--- src/rtl/riscv_ctrl_pkg.sv ---
// Shared constants for the RV32I control path: opcodes, ALU
// operation codes (also used by the ALU) and FSM state encoding.
package riscv_ctrl_pkg;

   localparam logic [6:0] OP_R      = 7'b0110011;
   localparam logic [6:0] OP_IMM    = 7'b0010011;
   localparam logic [6:0] OP_LOAD   = 7'b0000011;
   localparam logic [6:0] OP_STORE  = 7'b0100011;
   localparam logic [6:0] OP_BRANCH = 7'b1100011;

   localparam logic [3:0] ALU_AND = 4'b0000;
   localparam logic [3:0] ALU_OR  = 4'b0001;
   localparam logic [3:0] ALU_ADD = 4'b0010;
   localparam logic [3:0] ALU_SUB = 4'b0110;
   localparam logic [3:0] ALU_SLT = 4'b0111;
   localparam logic [3:0] ALU_SRL = 4'b1000;
   localparam logic [3:0] ALU_SLL = 4'b1001;
   localparam logic [3:0] ALU_SRA = 4'b1010;
   localparam logic [3:0] ALU_XOR = 4'b1101;

   typedef enum logic [2:0] {
      S_IF   = 3'd0,
      S_ID   = 3'd1,
      S_EX   = 3'd2,
      S_MEM  = 3'd3,
      S_WB   = 3'd4,
      S_HALT = 3'd5
   } state_t;

endpackage

--- src/rtl/alu_ctrl_decode.sv ---
// Combinational ALU-operation decoder and legality check.
// In: opcode, funct3, funct7_5 (instr[30]). Out: alu_ctrl, legal.
module alu_ctrl_decode
   import riscv_ctrl_pkg::*;
(
   input  logic [6:0] opcode,
   input  logic [2:0] funct3,
   input  logic       funct7_5,
   output logic [3:0] alu_ctrl,
   output logic       legal
);

   logic is_r;
   assign is_r = (opcode == OP_R);

   always_comb begin
      alu_ctrl = ALU_ADD;
      legal    = 1'b0;
      case (opcode)
         OP_R, OP_IMM: begin
            legal = 1'b1;
            case (funct3)
               3'b000: alu_ctrl = (is_r && funct7_5) ? ALU_SUB : ALU_ADD;
               3'b111: alu_ctrl = ALU_AND;
               3'b110: alu_ctrl = ALU_OR;
               3'b100: alu_ctrl = ALU_XOR;
               3'b010: alu_ctrl = ALU_SLT;
               3'b001: begin
                  alu_ctrl = ALU_SLL;
                  legal    = !funct7_5;
               end
               3'b101: alu_ctrl = funct7_5 ? ALU_SRA : ALU_SRL;
               default: legal = 1'b0;
            endcase
            // R-type only gives instr[30] a meaning for SUB and SRA
            if (is_r && funct7_5 &&
                !(funct3 == 3'b000 || funct3 == 3'b101))
               legal = 1'b0;
         end
         OP_LOAD, OP_STORE: legal = (funct3 == 3'b010);
         OP_BRANCH: begin
            alu_ctrl = ALU_SUB;
            legal    = (funct3 == 3'b000);
         end
         default: legal = 1'b0;
      endcase
   end

endmodule

--- src/rtl/multicycle_control_fsm.sv ---
// Multicycle RV32I control FSM with memory handshake and timeout.
// In: clk, rst, instr, Zero, mem_ready. Out: datapath controls + status.
module multicycle_control_fsm
   import riscv_ctrl_pkg::*;
#(
   parameter int MEM_WAIT_MAX = 16,
   parameter int CNT_W        = 5
) (
   input  logic        clk,
   input  logic        rst,
   input  logic [31:0] instr,
   input  logic        Zero,
   input  logic        mem_ready,
   output logic        PCSrc,
   output logic        ALUSrc,
   output logic        RegWrite,
   output logic        MemToReg,
   output logic [3:0]  ALUCtrl,
   output logic        loadPC,
   output logic        MemRead,
   output logic        MemWrite,
   output logic        illegal_instr,
   output logic        mem_timeout,
   output logic        halted
);

   state_t           state, state_next;
   logic [CNT_W-1:0] cnt;
   logic             ill_q, to_q;
   logic             set_ill, set_to, cnt_clr, cnt_inc;
   logic [6:0]       opcode;
   logic [3:0]       dec_alu;
   logic             dec_legal;
   logic             is_load, is_store, is_branch, use_imm;
   logic             cnt_last;
   logic             unused_instr;

   assign opcode    = instr[6:0];
   assign is_load   = (opcode == OP_LOAD);
   assign is_store  = (opcode == OP_STORE);
   assign is_branch = (opcode == OP_BRANCH);
   assign use_imm   = (opcode == OP_IMM) || is_load || is_store;
   assign cnt_last  = (cnt == CNT_W'(MEM_WAIT_MAX - 1));
   assign unused_instr = ^{instr[31], instr[29:15], instr[11:7]};

   alu_ctrl_decode u_dec (
      .opcode   (opcode),
      .funct3   (instr[14:12]),
      .funct7_5 (instr[30]),
      .alu_ctrl (dec_alu),
      .legal    (dec_legal)
   );

   always_ff @(posedge clk) begin
      if (rst) begin
         state <= S_IF;
         cnt   <= '0;
         ill_q <= 1'b0;
         to_q  <= 1'b0;
      end else begin
         state <= state_next;
         if (cnt_clr)
            cnt <= '0;
         else if (cnt_inc)
            cnt <= cnt + 1'b1;
         if (set_ill)
            ill_q <= 1'b1;
         if (set_to)
            to_q <= 1'b1;
      end
   end

   always_comb begin
      state_next    = state;
      set_ill       = 1'b0;
      set_to        = 1'b0;
      cnt_clr       = 1'b0;
      cnt_inc       = 1'b0;
      PCSrc         = 1'b0;
      ALUSrc        = 1'b0;
      RegWrite      = 1'b0;
      MemToReg      = 1'b0;
      ALUCtrl       = 4'b0000;
      loadPC        = 1'b0;
      MemRead       = 1'b0;
      MemWrite      = 1'b0;
      illegal_instr = ill_q;
      mem_timeout   = to_q;
      halted        = 1'b0;
      unique case (state)
         S_IF: state_next = S_ID;
         S_ID: begin
            if (dec_legal) begin
               state_next = S_EX;
            end else begin
               state_next = S_HALT;
               set_ill    = 1'b1;
            end
         end
         S_EX: begin
            ALUSrc  = use_imm;
            ALUCtrl = dec_alu;
            if (!dec_legal) begin
               state_next = S_HALT;
               set_ill    = 1'b1;
            end else if (is_branch) begin
               loadPC     = 1'b1;
               PCSrc      = Zero;
               state_next = S_IF;
            end else if (is_load || is_store) begin
               cnt_clr    = 1'b1;
               state_next = S_MEM;
            end else begin
               state_next = S_WB;
            end
         end
         S_MEM: begin
            ALUSrc   = use_imm;
            ALUCtrl  = dec_alu;
            MemRead  = is_load;
            MemWrite = is_store;
            // A response in the last allowed cycle beats the timeout
            if (mem_ready) begin
               if (is_load) begin
                  state_next = S_WB;
               end else begin
                  loadPC     = 1'b1;
                  state_next = S_IF;
               end
            end else if (cnt_last) begin
               set_to     = 1'b1;
               state_next = S_HALT;
            end else begin
               cnt_inc = 1'b1;
            end
         end
         S_WB: begin
            // ALU inputs kept stable so an R/I result is still valid
            ALUSrc     = use_imm;
            ALUCtrl    = dec_alu;
            RegWrite   = 1'b1;
            loadPC     = 1'b1;
            MemToReg   = is_load;
            state_next = S_IF;
         end
         S_HALT: halted = 1'b1;
         default: state_next = S_HALT;
      endcase
      if (rst) begin
         state_next    = S_IF;
         PCSrc         = 1'b0;
         ALUSrc        = 1'b0;
         RegWrite      = 1'b0;
         MemToReg      = 1'b0;
         ALUCtrl       = 4'b0000;
         loadPC        = 1'b0;
         MemRead       = 1'b0;
         MemWrite      = 1'b0;
         illegal_instr = 1'b0;
         mem_timeout   = 1'b0;
         halted        = 1'b0;
      end
   end

endmodule

--- config.mk ---
export PLATFORM = sky130hd
export DESIGN_NAME = multicycle_control_fsm
export DESIGN_NICKNAME = d
export VERILOG_FILES = /design/src/rtl/riscv_ctrl_pkg.sv /design/src/rtl/alu_ctrl_decode.sv /design/src/rtl/multicycle_control_fsm.sv
export SDC_FILE = /design/constraint.sdc
export NUM_CORES = 1
export LEC_CHECK = 0
export CORE_MARGIN = 2
export CORE_UTILIZATION = 34
export DETAILED_ROUTE_END_ITERATION = 7
export PLACE_DENSITY = 0.8
export SKIP_LAST_GASP = 1
export SLEW_MARGIN = 20
export SYNTH_ARGS = -nofsm -noshare
export SYNTH_HDL_FRONTEND = slang
export SYNTH_SLANG_ARGS = --single-unit
--- constraint.sdc ---
create_clock -name clk -period 1.8 [get_ports clk]
set_clock_uncertainty 0.2 [all_clocks]
set_input_delay 0.36 -clock clk [delete_from_list [all_inputs] [get_ports clk]]
set_output_delay 0.36 -clock clk [all_outputs]
set_load 0.02 [all_outputs]
* Word-level counts from Yosys, hierarchy flattened
Cells that the tools add are included.
** Storage, ports and cells
- Flip-flop bits (word level) :: 10
- Bits in latches :: 0
- RAM bits :: 0
- Bits in read-only memories :: 0
- Input port bits :: 36
- Output and inout bits :: 14
- Word-level logic and storage cells :: 94
- Memories :: 0
** Cells by class
- Add/sub/neg operators :: 1
- Multipliers :: 0
- Div/mod/pow operators :: 0
- Magnitude comparators :: 0
- Equality and inequality tests :: 18
- Shifts and indexed selects :: 0
- Multiplexer cells :: 53
- Bitwise operators :: 1
- Reductions and logical operators :: 17
** Operators by type and width (count)
- $mux 1 :: 36
- $pmux 4 s7 :: 1
- $mux 3 :: 8
- $eq 3x3->1 const B :: 6
- $pmux 3 s6 :: 1
- $eq 7x6->1 const B :: 2
- $eq 3x2->1 const B :: 3
- $mux 4 :: 2
- $pmux 4 s2 :: 1
- $reduce_or 2->1 :: 4
- $eq 7x2->1 const B :: 1
- $eq 7x5->1 const B :: 1
- $eq 7x7->1 const B :: 1
- $eq 3x1->1 const B :: 2
- $logic_not 3->1 :: 2
- $pmux 1 s3 :: 2
- $reduce_or 6->1 :: 1
- $add 5x1->5 const B :: 1
- $eq 5x4->1 const B :: 1
- $logic_or 1x1->1 :: 4
- $ne 3x3->1 const B :: 1
- $reduce_or 3->1 :: 1
- $logic_and 1x1->1 :: 2
- $logic_not 1->1 :: 2
- 4 further kinds :: 4

* Logic depth before layout (Yosys ltp)
- Depth after elaboration :: 9
- Gate-level depth with buffers :: 8

* Cells and area by module
Synthesis repeated with hierarchy kept, for this count alone.
** Second synthesis, totals
- Cell total of the unflattened synthesis :: 114
- Area total of the unflattened synthesis :: 908.4 um^2
** Modules (own cells, without submodules)
- multicycle_control_fsm :: times used 1, cells an instance 88, area an instance 728.2 um^2
- alu_ctrl_decode :: times used 1, cells an instance 26, area an instance 180.2 um^2

* Worst setup path before layout
OpenSTA, ideal clock, no wires.
- Path type :: input to output
- From :: input instr[2]
- To :: output MemRead
- Arrival time :: 1.837 ns
- Required time :: 1.240 ns
- Slack :: -0.597 ns
- Cell stages on the path :: 4
- Buffers on the path :: 1
- Cell sequence :: nand4bb_1 > buf_2 > or3_1 > nor4b_1
** On the way
- Word-level cells in the longest chain between the ends :: 3
** Ends and longest elaborated chain
- start, declared :: RTL line multicycle_control_fsm.sv:11 : input logic [31:0] instr,
- $eq 7x2->1 :: RTL line multicycle_control_fsm.sv:39 : assign is_load = (opcode == OP_LOAD);
- $mux 1 :: RTL line multicycle_control_fsm.sv:90 : unique case (state)
- $mux 1 :: RTL line multicycle_control_fsm.sv:149 : if (rst) begin
- end, declared :: RTL line multicycle_control_fsm.sv:20 : output logic MemRead,
No other way between the ends.

* Final worst setup path
- From :: register state[2]
- To :: output ALUCtrl[3]
** On the way
- Word-level cells in the longest chain between the ends :: 4
- Elaborated cells between the ends (all ways) :: 6
** Ends and longest elaborated chain
- start, declared :: RTL line multicycle_control_fsm.sv:27 : state_t state, state_next;
- start signal, assigned :: RTL line multicycle_control_fsm.sv:61 : state <= state_next;
- $eq 3x2->1 / $eq 3x3->1 (equally long branches) :: RTL line multicycle_control_fsm.sv:90
- $reduce_or 3->1 (no line) *
- $mux 4 * :: RTL line multicycle_control_fsm.sv:90
- $mux 4 * :: RTL line multicycle_control_fsm.sv:149
- end, declared :: RTL line multicycle_control_fsm.sv:18 : output logic [3:0] ALUCtrl,
Mark *: on every way between the ends. The rest lies on a longest branch, timed or not.

==> reports/metrics.yaml <==
track_usage_pct: 23.6
ir_drop_v: 0.000347
crit_arrival_ns: 1.76
cts_buffers: 3
ant_nets: 0
period_needed_ns: 2.32
critPathKind: "reg2out"
gr-total-overflow: 0
drive_gt1_share_pct: 55.2
ff2ff_setup_slack_ns: -0.01
cts.sink_count: 10
clockBufferDepth: 2
antenna_cells: 0
grt_antenna_before_repair: 0
syn_nets: 157
fillCellCount: 199
synth_cell_types: 44
synth_fa_ha_area_share_pct: 2.83
slew_headroom_pct: 76.0
holdCritPathClass: "reg2reg"
outcome: "finished with violations"
worstSetupEndpointType: "output pin"
whs_ns: 0.321
ioPinCount: 50
critical_path_required_ns: 1.24
dp.final_hpwl_mm: 2.24
top_usage_layer: "met2"
syn_area_um2: 885
grtUsageMet2_pct: 46.0
power.internal_uw: 462
finalSetupViolCount: 13
ys_seq_elements: 10
yosys.area_share.simple_pct: 37.8
leakagePower_nw: 0.738
die_height_um: 55.0
fmax_mhz: 430
cts_tree: "done"
portBuffers: 28
crit_family: "simple AND/OR/NAND/NOR gates"
insertion_delay_ns: 0.27
synth_edf_count: 0
drt_iter0_markers: 19
grt_pass1_vias: 1127
tns_ns: -4.52
path_buf_inv: 1
met1_usage_pct: 25.4
htreeDepth: 1
die_w_um: 55.0
setup_ws_ns: -0.525
vias: 1143
cp_max_fo: 4
vias_per_cell: 5.37
synth_mux_area_share_pct: 1.13
rows: 18
start_util_pct: 35.7
synth_compound_area_share_pct: 24.0
cpMaxStageDelayCell: "or3b_4"
clockRootBuffer: "clkbuf_4"
drc: 0
nets: 222
netSwitchingFraction_pct: 30.5
wl_mm: 3.27
power_switching_uw: 203
design.die.area_um2: 3030
period_share_pct: 129
synthToLayoutAreaGrowth_pct: 96.9
ys_warn_count: 0
synth_xor_area_share_pct: 3.96
clk_pin_slew_ns: 0.07
synth-async-reset-ratio_pct: 0
max_cap_violations: 0
use_met3_pct: 3.23
combinationalPowerShare_pct: 33.8
path_cells: "or3b_4, a211o_4, nor4_4, buf_4"
synth_top_family_by_area: "simple AND/OR/NAND/NOR gates"
drv_slew: 0
rsz0062_at_grt: "yes"
wl_per_cell_um: 15.3
routabilityCongestion: 0.887
seq_power_share_pct: 35.2
worst_pin_slew_ns: 0.360
seq_area_frac_synth_pct: 22.6
p_per_area_nw_per_um2: 381
critPathMaxStageDelay_ns: 0.41
drtPass1Iterations: 4
synth_cells: 119
grt_max_degree: 9
grt_pass1_wl_mm: 5.04
core-area_um2: 2480
cp-start-kind: "flip-flop"
violations: "negative setup slack"
hold_violations: 0
syn_avg_cell_area_um2: 7.43
ys.flop_type: "dfxtp_1"
p_clk_share_pct: 31.1
==> final cells by class <==
class                   instances  area (µm²)  area share, %
well taps                      30        37.5           2.16
multi-input cells              93         857           49.2
flip-flops and latches         10         204           11.7
repair buffers                 69         581           33.3
inverters                       7        26.3           1.51
clock buffers                   4        36.3           2.08
==> synth_stat cells, drive strengths merged, types with 2 or more instances <==
cell type  count  share of area [%]
nand2          8                3.4
o21ai          7                4.0
nor2          16                6.8
clkbuf         4                1.8
and3b          2                2.0
dfxtp         10                 23
nor4b          2                2.0
o21bai         2                1.7
ha             2                2.8
nor4           3                2.8
nand3          3                1.7
a211oi         3                2.5
a21oi          2                1.1
nor3           2                1.1
nand2b         6                4.2
inv            7                3.0
and4           2                2.0
xor2           3                3.0
a31oi          3                2.1
or3b           2                2.0
buf            5                2.8
and3           2                1.4
nor2b          4                2.8
==> worst register-to-register path: cells and delay by family, from the launching register on <==
family | cells | cell delay, ns
simple gates | 3 | 0.51
buf+inv | 4 | 0.47
flops | 1 | 0.33
mux | 1 | 0.19
==> layout by cell type, fill, tap and decap left out, types with 3 or more instances in the layout <==
master and instances:
buf_4 38, buf_6 15, nor2_1 12, nand2_1 8, inv_1 7, dfxtp_1 7
o21ai_0 6, nand2b_1 5, buf_2 4, nor2_4 3, nor2b_1 3, nor4_4 3
clkbuf_4 3, clkbuf_2 3, clkdlybuf4s15_1 3, dfxtp_2 3
==> registers in the layout, indices dropped and copies added, names as in the netlist <==
name   flops
cnt        5
ill_q      1
state      3
to_q       1
==> logic make-up after synthesis <==
group	count (synthesis)
flops	10
simple gates	58
buf+inv	16
compound gates	28
xor+xnor	4
fa+ha+maj	2
mux	1
==> routing by layer <==
layer	wire, µm	up-vias	part of all wire [%]
met5	0	-	0
met4	84	0	2.6
met3	210	9	6.4
met2	1730	46	53
met1	1240	531	38
li1	-	557	-
==> stage by stage <==
| stage | cells | util, % | worst slack, ns | power [mW] | instance area, µm² |
|---|---|---|---|---|---|
| after CTS | 211 | 67.3 | -0.522 | 0.652 | 1670 |
| after floorplan | 119 | - | -0.310 | 0.333 | 1010 |
| after global routing | 213 | 70.3 | -0.566 | 0.691 | 1740 |
| final | 213 | 70.3 | -0.525 | 0.664 | 1740 |
| after detailed placement | 202 | 61.4 | -1.19 | 0.432 | 1520 |
| after global placement | 202 | 61.4 | -1.13 | 0.428 | 1520 |
==> power groups by stage <==
stage	combinational, mW	sequential (mW)	clock (mW)
floorplan	0.0927	0.241	0
global placement	0.190	0.238	0
finish	0.224	0.234	0.206
detailed placement	0.194	0.238	0
CTS	0.210	0.234	0.208
global route	0.241	0.235	0.216
==> path summary, 6_finish.rpt <==
check             startpoint  cells after the start    endpoint
setup / recovery    state[2]                      4  ALUCtrl[3]
hold / removal        cnt[3]                      2      cnt[3]
setup reg to reg    state[2]                      8      cnt[1]
hold reg to reg       cnt[3]                      2      cnt[3]
==> repair_timing <==
action,in CTS,in global routing
buffers inserted,6,3
endpoints found under the setup margin,23,19
hold buffers,0,0
endpoints found under the hold margin,0,0
resized for setup,120,23
pin swaps,17,9
Note: power is estimated with default switching activity, not from simulation.
